$ cat src/rtl/pwm_heartbeat_sequencer.sv
// pwm_heartbeat_sequencer
//   Plays a small table of heartbeat segments onto the configuration inputs of one PWM
//   channel's heartbeat generator. Each entry holds a threshold pair, an update period,
//   an increment step and a repeat count. Playback runs entries 0..N-1 and can loop.
//
// Ports
//   clk_i, rst_i           clock, asynchronous active-high reset
//   start_i, stop_i        start playback (honoured in IDLE only), abort playback
//   loop_en_i              restart at entry 0 after the last entry (sampled live)
//   num_segments_i         active entry count, sampled when a start is accepted
//   cfg_*                  table write port (accepted in IDLE only)
//   threshold_counter_*_o, period_counter_o, increment_step_o
//                          generator configuration for the current segment
//   hb_enable_o            high while a segment is being driven
//   segment_idx_o          entry currently driven
//   busy_o, done_o         not idle; one-cycle completion pulse (non-looping only)
//   cfg_err_o              one-cycle pulse after a table write dropped while busy

module pwm_heartbeat_sequencer #(
    parameter int unsigned Resolution  = 16,
    parameter int unsigned Segments    = 4,
    parameter int unsigned RepeatWidth = 8
) (
    input  logic                          clk_i,
    input  logic                          rst_i,
    input  logic                          start_i,
    input  logic                          stop_i,
    input  logic                          loop_en_i,
    input  logic [$clog2(Segments):0]     num_segments_i,
    input  logic                          cfg_we_i,
    input  logic [$clog2(Segments)-1:0]   cfg_addr_i,
    input  logic [Resolution-1:0]         cfg_thr1_i,
    input  logic [Resolution-1:0]         cfg_thr2_i,
    input  logic [Resolution-1:0]         cfg_period_i,
    input  logic [Resolution-1:0]         cfg_step_i,
    input  logic [RepeatWidth-1:0]        cfg_repeat_i,
    output logic [Resolution-1:0]         threshold_counter_1_o,
    output logic [Resolution-1:0]         threshold_counter_2_o,
    output logic [Resolution-1:0]         period_counter_o,
    output logic [Resolution-1:0]         increment_step_o,
    output logic                          hb_enable_o,
    output logic [$clog2(Segments)-1:0]   segment_idx_o,
    output logic                          busy_o,
    output logic                          done_o,
    output logic                          cfg_err_o
);

    localparam int unsigned IdxW = $clog2(Segments);
    localparam int unsigned CntW = IdxW + 1;

    localparam logic [1:0] StIdle = 2'd0;
    localparam logic [1:0] StLoad = 2'd1;
    localparam logic [1:0] StRun  = 2'd2;

    logic [Resolution-1:0]  thr1_tab   [Segments];
    logic [Resolution-1:0]  thr2_tab   [Segments];
    logic [Resolution-1:0]  period_tab [Segments];
    logic [Resolution-1:0]  step_tab   [Segments];
    logic [RepeatWidth-1:0] repeat_tab [Segments];

    logic [1:0]             state_q, state_d;
    logic [IdxW-1:0]        idx_q;
    logic [CntW-1:0]        n_q;
    logic [CntW-1:0]        n_clamped;
    logic [Resolution-1:0]  cc_q;
    logic [RepeatWidth-1:0] rep_q;
    logic [RepeatWidth-1:0] rep_lim_q;
    logic                   tick;
    logic                   seg_end;
    logic                   last_seg;

    assign busy_o = (state_q != StIdle);

    always_comb begin
        // Zero requests a single segment; oversize requests are limited to the table.
        n_clamped = num_segments_i;
        if (num_segments_i == '0) begin
            n_clamped = CntW'(1);
        end else if (num_segments_i > CntW'(Segments)) begin
            n_clamped = CntW'(Segments);
        end

        // Equality compare: a period of all-ones never needs cc to wrap.
        tick     = (cc_q == period_counter_o);
        seg_end  = (state_q == StRun) && tick && (rep_q == rep_lim_q);
        last_seg = ({1'b0, idx_q} == (n_q - CntW'(1)));

        state_d = state_q;
        if (stop_i) begin
            state_d = StIdle;
        end else begin
            case (state_q)
                StIdle:  if (start_i) state_d = StLoad;
                StLoad:  state_d = StRun;
                StRun:   if (seg_end) state_d = (last_seg && !loop_en_i) ? StIdle : StLoad;
                default: state_d = StIdle;
            endcase
        end
    end

    // Descriptor table; writes only land while idle.
    always_ff @(posedge clk_i or posedge rst_i) begin
        if (rst_i) begin
            for (int i = 0; i < Segments; i++) begin
                thr1_tab[i]   <= '0;
                thr2_tab[i]   <= '0;
                period_tab[i] <= '0;
                step_tab[i]   <= '0;
                repeat_tab[i] <= '0;
            end
        end else if (cfg_we_i && (state_q == StIdle)) begin
            thr1_tab[cfg_addr_i]   <= cfg_thr1_i;
            thr2_tab[cfg_addr_i]   <= cfg_thr2_i;
            period_tab[cfg_addr_i] <= cfg_period_i;
            step_tab[cfg_addr_i]   <= cfg_step_i;
            repeat_tab[cfg_addr_i] <= cfg_repeat_i;
        end
    end

    always_ff @(posedge clk_i or posedge rst_i) begin
        if (rst_i) begin
            state_q               <= StIdle;
            idx_q                 <= '0;
            n_q                   <= '0;
            cc_q                  <= '0;
            rep_q                 <= '0;
            rep_lim_q             <= '0;
            threshold_counter_1_o <= '0;
            threshold_counter_2_o <= '0;
            period_counter_o      <= '0;
            increment_step_o      <= '0;
            segment_idx_o         <= '0;
            hb_enable_o           <= 1'b0;
            done_o                <= 1'b0;
            cfg_err_o             <= 1'b0;
        end else begin
            state_q   <= state_d;
            done_o    <= 1'b0;
            cfg_err_o <= cfg_we_i && (state_q != StIdle);

            if (stop_i) begin
                // Abort: config outputs keep their values, no completion pulse.
                hb_enable_o <= 1'b0;
            end else begin
                case (state_q)
                    StIdle: begin
                        if (start_i) begin
                            idx_q <= '0;
                            n_q   <= n_clamped;
                        end
                    end
                    StLoad: begin
                        threshold_counter_1_o <= thr1_tab[idx_q];
                        threshold_counter_2_o <= thr2_tab[idx_q];
                        period_counter_o      <= period_tab[idx_q];
                        increment_step_o      <= step_tab[idx_q];
                        rep_lim_q             <= repeat_tab[idx_q];
                        segment_idx_o         <= idx_q;
                        hb_enable_o           <= 1'b1;
                        cc_q                  <= '0;
                        rep_q                 <= '0;
                    end
                    StRun: begin
                        if (tick) begin
                            cc_q  <= '0;
                            rep_q <= rep_q + RepeatWidth'(1);
                            if (rep_q == rep_lim_q) begin
                                if (!last_seg) begin
                                    idx_q <= idx_q + IdxW'(1);
                                end else if (loop_en_i) begin
                                    idx_q <= '0;
                                end else begin
                                    hb_enable_o <= 1'b0;
                                    done_o      <= 1'b1;
                                end
                            end
                        end else begin
                            cc_q <= cc_q + Resolution'(1);
                        end
                    end
                    default: ;
                endcase
            end
        end
    end

endmodule
$ cat config.mk
export PLATFORM = sky130hd
export DESIGN_NAME = pwm_heartbeat_sequencer
export DESIGN_NICKNAME = d
export VERILOG_FILES = /design/src/rtl/pwm_heartbeat_sequencer.sv
export SDC_FILE = /design/constraint.sdc
export NUM_CORES = 1
export LEC_CHECK = 0
export BUFFER_PORTS_ARGS = -buffer_cell sky130_fd_sc_hd__buf_2
export CORE_ASPECT_RATIO = 1.5
export CORE_MARGIN = 8
export CORE_UTILIZATION = 65
export CTS_BUF_LIST = sky130_fd_sc_hd__clkbuf_8
export CTS_CLUSTER_SIZE = 40
export DETAILED_ROUTE_END_ITERATION = 16
export GPL_TIMING_DRIVEN = 1
export PLACE_DENSITY = 0.9
export SYNTH_ARGS = -nofsm -noshare
export SYNTH_HDL_FRONTEND = slang
export SYNTH_SLANG_ARGS = --single-unit
$ cat constraint.sdc
create_clock -name clk_i -period 40.5 [get_ports clk_i]
set_input_delay 10.125 -clock clk_i [delete_from_list [all_inputs] [get_ports clk_i]]
set_output_delay 10.125 -clock clk_i [all_outputs]
set_load 0.03 [all_outputs]
==> flow_summary.ini, run 1 <==
[sta]
finalSetupViolations = 0
rsz0062_at_grt = no
layout_setup_ws_ps = 28450
fmax_mhz = 83.0
worstMarginPinSlew_ps = 1180
slew_headroom_pct = 21.2
post-route-period-util_pct = 29.8
drv_slew = 0
tns_ps = 0
skew_ps = 22.2
final.min_clock_period_ps = 12050
hold_viol = 0

[setup_path]
critical_path_required_ps = 41130
start_kind = input pin
worst_path_max_delay_cell = buf_4
path_buf_inv = 4
crit_type = input pin to async pin
cp_top_family = buffers and inverters
worstSetupEndpointType = async pin
arrival_ps = 12670
critPathMaxFanout = 164
crit_chain = buf_2 > inv_8 > buf_12 > buf_4
max_stage_delay_ps = 830

[cts]
clockBufferDepth = 3
post_cts_buffers = 0
postCtsHoldBufs = 0
numCtsBuffers = 55
cts-root-buf = clkbuf_8
clk_latency_ps = 620
postCtsResizedCells = 0
cts_tree = yes
clkTransAtPathRegs_ps = 70
clock-sinks = 396
h-tree-depth = 2

[global_routing]
grt_overflow = 0
grt_pass1_vias = 11900
grt_start_max_net_pins = 165
antenna_found_initial = 11
grt_pass1_wl_um = 61800
grtUsageTotal_pct = 24.3

[cells_and_area]
final_layout_size_suffix_gt1_share_pct = 42.6
fillers = 1569
nNetsFinal = 1486
synthToLayoutAreaGrowth_pct = 12.9

[drt]
vias = 10700
final_antenna_net_count = 0
via_per_inst = 5.96
first_iter_violations = 778
wl_per_cell_um = 21.1
drt_drc_violations_left = 0
routed_wl_um = 37700
drt_first_pass_iters = 4

[power]
combPwrFrac_pct = 30.1
pwr-share-seq_pct = 47.5
powerDensity_nw_per_um2 = 74.2
switching_share_pct = 32.5
p_leak_nw = 8.87
p_switching_w = 0.000467
p_int_w = 0.000972
clockPowerShare_pct = 22.5
ir_drop_mv = 0.0474

[placed_design]
portBuffers = 152
place_ws_ps = 27680
routabilityCongestion = 0.820
dp_hpwl_um = 22800

[synth]
synth.distinct_cells = 40
seq_area_frac_synth_pct = 57.7
syn_area_per_cell_um2 = 13.8
ys_ff_latch = 396
yosys_warnings = 0
netlist_area_um2 = 17200
synthCells = 1246
syn-num-nets = 1336

[run_status]
outcome = completed

[floorplan]
dieHeight_um = 215
die_w_um = 149
die-area_um2 = 32000
core_area_um2 = 26200
io_pins = 153
initial_core_util_pct = 65.6
num_rows = 73

[worst_hold_path]
hp-class = flop to flop

[job]
max-cap-violations = 0
-- area by class of cell --
type / instances / area, um^2 / area share [%]
clock buffer: 69 / 950 / 4.90
timing repair buffer: 163 / 856 / 4.41
multi-input combinational: 768 / 6950 / 35.8
sequential: 396 / 9920 / 51.1
tap: 337 / 422 / 2.17
inverter: 12 / 52.6 / 0.271
antenna: 10 / 25.0 / 0.129
clock inverter: 33 / 231 / 1.19
-- state kept, by name, indices dropped and copies added, names as in the netlist --
signal                 flops
segment_idx_o              2
threshold_counter_1_o     16
thr1_tab                  64
done_o                     1
repeat_tab                32
n_q                        3
idx_q                      2
step_tab                  64
cfg_err_o                  1
threshold_counter_2_o     16
increment_step_o          16
rep_lim_q                  8
cc_q                      16
state_q                    2
thr2_tab                  64
period_tab                64
rep_q                      8
period_counter_o          16
hb_enable_o                1
-- power groups by stage --
| stage | sequential, W | clock (W) | combinational, W |
|---|---|---|---|
| final | 0.000683 | 0.000323 | 0.000432 |
| after detailed placement | 0.000685 | 0 | 0.000433 |
| after floorplan | 0.000708 | 0 | 0.000283 |
| after global placement | 0.000669 | 0 | 0.000413 |
| after CTS | 0.000680 | 0.000328 | 0.000437 |
| after global routing | 0.000702 | 0.000347 | 0.000467 |
-- cells in the final DEF (no fill, tap or decap), types with 7 or more instances in the layout --
cell type,Yosys,routed
dfrtp_1,396,394
mux2_2,284,284
nand2_1,241,240
buf_2,36,152
mux4_2,72,72
clkbuf_8,0,69
inv_1,12,27
nor2_1,24,24
xnor2_1,20,20
xor2_1,19,19
o21ai_1,12,12
diode_2,0,10
nor3_1,10,10
clkinv_2,0,10
buf_4,1,10
nand4_1,8,8
mux2_1,8,8
a31oi_1,7,7
ha_1,7,7
-- through the flow --
stage               util (%)  power (W)  instances  hold WS, ps  area (um^2)
global route            74.0    0.00152       1787          493        19400
finish                  74.0    0.00144       1788          468        19400
detailed placement      69.4    0.00112       1676          458        18200
global placement        69.4    0.00108       1676          454        18200
CTS                     73.9    0.00145       1778          475        19400
floorplan                  -   0.000991       1246          450        17200
-- synth_stat cells (all sizes together) --
master    n  area, um^2
and3      6        37.5
nand4b    1        8.76
nor2     24        90.1
nand3b    1        7.51
nor2b     5        31.3
a221o     1        10.0
clkbuf   30         113
a41oi     1        8.76
o311a     1        10.0
ha        7        87.6
nor4      7        50.1
or2       1        6.26
inv      12        45.0
or3       2        12.5
dfrtp   396        9910
mux4     72        1620
and4      2        17.5
a21oi     3        15.0
nor3     11        60.1
o311ai    1        8.76
o32ai     1        8.76
o21ai    17        85.1
o211ai    1        7.51
xor2     19         166
buf      40         199
nand4     8        50.1
mux2    292        3290
mux2i     3        30.0
nand2   241         905
a31oi     7        43.8
nand3     6        30.0
xnor2    20         175
o31ai     1        7.51
nand2b    6        37.5
-- routing by layer --
layer,wire (um),global-route usage (%),vias up
met5,10,0,-
met4,1240,11.7,2
met3,1590,4.37,79
met2,19900,41.4,250
met1,14900,29.3,5606
li1,-,-,4715
-- final timing paths --
path | startpoint | to | slack, ps | depth (start not counted)
setup reg to reg | idx_q[0] | hb_enable_o | 37300 | 6
hold reg to reg | increment_step_o[5] | increment_step_o[5] | 470 | 2
min in group asynchronous | rst_i | thr1_tab[28] | 9750 | 2
hold / removal | increment_step_o[5] | increment_step_o[5] | 470 | 2
max in group clk_i | state_q[0] | busy_o | 28560 | 4
setup / recovery | rst_i | period_tab[40] | 28450 | 4
-- worst min-delay path: stages, from the launching register on --
cell and delay, ps:
dfrtp_1 340, nand2_1 50, nand2_1 50
-- kinds of logic after synthesis --
group,share of synthesized area [%]
DFF,57.7
muxes,28.7
and+or+nand+nor,7.82
buffers and inverters,2.08
xor gates and xnor gates,1.99
AOI/OAI and AO/OA,1.19
adders and majority gates,0.510
Note: power is estimated with default switching activity, not from simulation.
==> run 2: changes to the inputs <==
- CORE_UTILIZATION: 65 -> 62
- PLACE_DENSITY: 0.9 -> 0.87
- clock period: 40.5 -> 11.3 ns (I/O delays scaled with it)
==> flow_summary.ini, run 2 (synthesized netlist as in run 1, its figures left out) <==
[setup_path]
crit_type = input pin to async pin
rrSetupSlack_ps = 8290
crit_chain = buf_2 > clkinvlp_4 > buf_4 > buf_4
path_common_cell = buf_4
worstSetupEndpointType = async pin
r2r_cells = 5
start_kind = input pin
critPathMaxFanout = 82
max_stage_delay_ps = 900
arrival_ps = 5330
critical_path_required_ps = 11860
worst_path_max_delay_cell = buf_4

[global_routing]
grtUsageTotal_pct = 23.4
grt_start_max_net_pins = 83
antenna_found_initial = 6
grt_pass1_wl_um = 63400
grt_pass1_vias = 12100
grt_overflow = 0

[power]
combPwrFrac_pct = 29.8
p_int_w = 0.00351
p_switching_w = 0.00169
p_leak_nw = 8.92
ir_drop_mv = 0.196
powerDensity_nw_per_um2 = 267
switching_share_pct = 32.4
pwr-share-seq_pct = 47.3
clockPowerShare_pct = 22.9

[cells_and_area]
nNetsFinal = 1493
synthToLayoutAreaGrowth_pct = 13.4
mostFrequentLayoutCell = dfrtp_1
layout.cells.non_filler = 1798
final_layout_size_suffix_gt1_share_pct = 43.2
final_cell_mix = 394 x dfrtp_1, 284 x mux2_2, 240 x nand2_1, 152 x buf_2, 83 x clkbuf_8

[cts]
postCtsHoldBufs = 0
h-tree-depth = 2
cts-root-buf = clkbuf_8
post_cts_buffers = 0
clkTransAtPathRegs_ps = 70
postCtsResizedCells = 0
clk_latency_ps = 600
clock-sinks = 396
clockBufferDepth = 3
cts_tree = yes
numCtsBuffers = 58

[placed_design]
portBuffers = 152
place_inst = 1685
routabilityCongestion = 0.819
dp_hpwl_um = 23300

[sta]
hold_viol = 0
slew_headroom_pct = 30.8
skew_ps = 17.9
finalSetupViolations = 0
final.min_clock_period_ps = 4770
rsz0062_at_grt = no
tns_ps = 0
fmax_mhz = 210
post-route-period-util_pct = 42.2
drv_slew = 0
worstMarginPinSlew_ps = 1040

[drt]
final_antenna_net_count = 0
drt_first_pass_iters = 4
vias = 10700
routed_wl_um = 38400
first_iter_violations = 740
via_per_inst = 5.95
drt_drc_violations_left = 0
wl_per_cell_um = 21.3

[floorplan]
io_pins = 153
die-area_um2 = 33400
num_rows = 74
dieHeight_um = 220
core_area_um2 = 27200
initial_core_util_pct = 63.1
die_w_um = 152

[run_status]
outcome = completed

[job]
max-cap-violations = 0

[worst_hold_path]
hp-class = flop to flop
hold_depth = 2
## run 2: changes by cell type in the layout (fill, tap and decap cells not counted), sizes merged
cell,change
clkbuf,+14
inv,-5
buf,+4
diode,-4
bufinv,-3
clkinvlp,-1
## run 2: metal layers
layer / wire (um) / GRT usage, % / part of all wire [%] / vias up
met5: 26 / 0 / 0.068 / -
met3: 1450 / 3.86 / 3.8 / 81
li1: - / - / - / 4720
met1: 14900 / 27.2 / 39 / 5623
met2: 20800 / 41.9 / 54 / 265
met4: 1220 / 11.1 / 3.2 / 4
## run 2: final cells by class
type / count / area [um^2]
sequential: 396 / 9920
inverter: 12 / 48.8
multi-input combinational: 768 / 6950
fill: 1742 / 7740
tap: 342 / 428
clock buffer: 83 / 1140
timing repair buffer: 167 / 873
clock inverter: 24 / 108
antenna: 6 / 15.0
## run 2: power by group through the flow
stage | registers, W | logic, W | clock network (W)
finish | 0.00246 | 0.00155 | 0.00119
global route | 0.00253 | 0.00168 | 0.00128
CTS | 0.00245 | 0.00157 | 0.00121
detailed placement | 0.00247 | 0.00155 | 0
global placement | 0.00241 | 0.00148 | 0
floorplan | 0.00254 | 0.00102 | 0
## run 2: path summary, 6_finish.rpt
check,from,to
worst max register to register,period_counter_o[13],rep_q[1]
worst min-delay path,increment_step_o[4],increment_step_o[4]
max in group clk_i,state_q[0],busy_o
worst min register to register,increment_step_o[4],increment_step_o[4]
min in group asynchronous,rst_i,threshold_counter_1_o[11]
worst max-delay path,rst_i,period_tab[6]
## run 2: critical path: cells and delay by family
family | cells | cell delay (ps)
buffers and inverters | 4 | 2350
## run 2: through the flow
stage	power, W	utilization [%]	worst slack [ps]	hold WS, ps	area [um^2]
3_5_place_dp	0.00401	66.9	5840	458	18200
3_3_place_gp	0.00388	66.9	5910	452	18200
6_report	0.00520	71.6	6530	468	19500
2_1_floorplan	0.00355	-	3150	450	17200
4_1_cts	0.00523	71.5	6480	474	19500
5_1_grt	0.00548	71.5	6100	493	19500
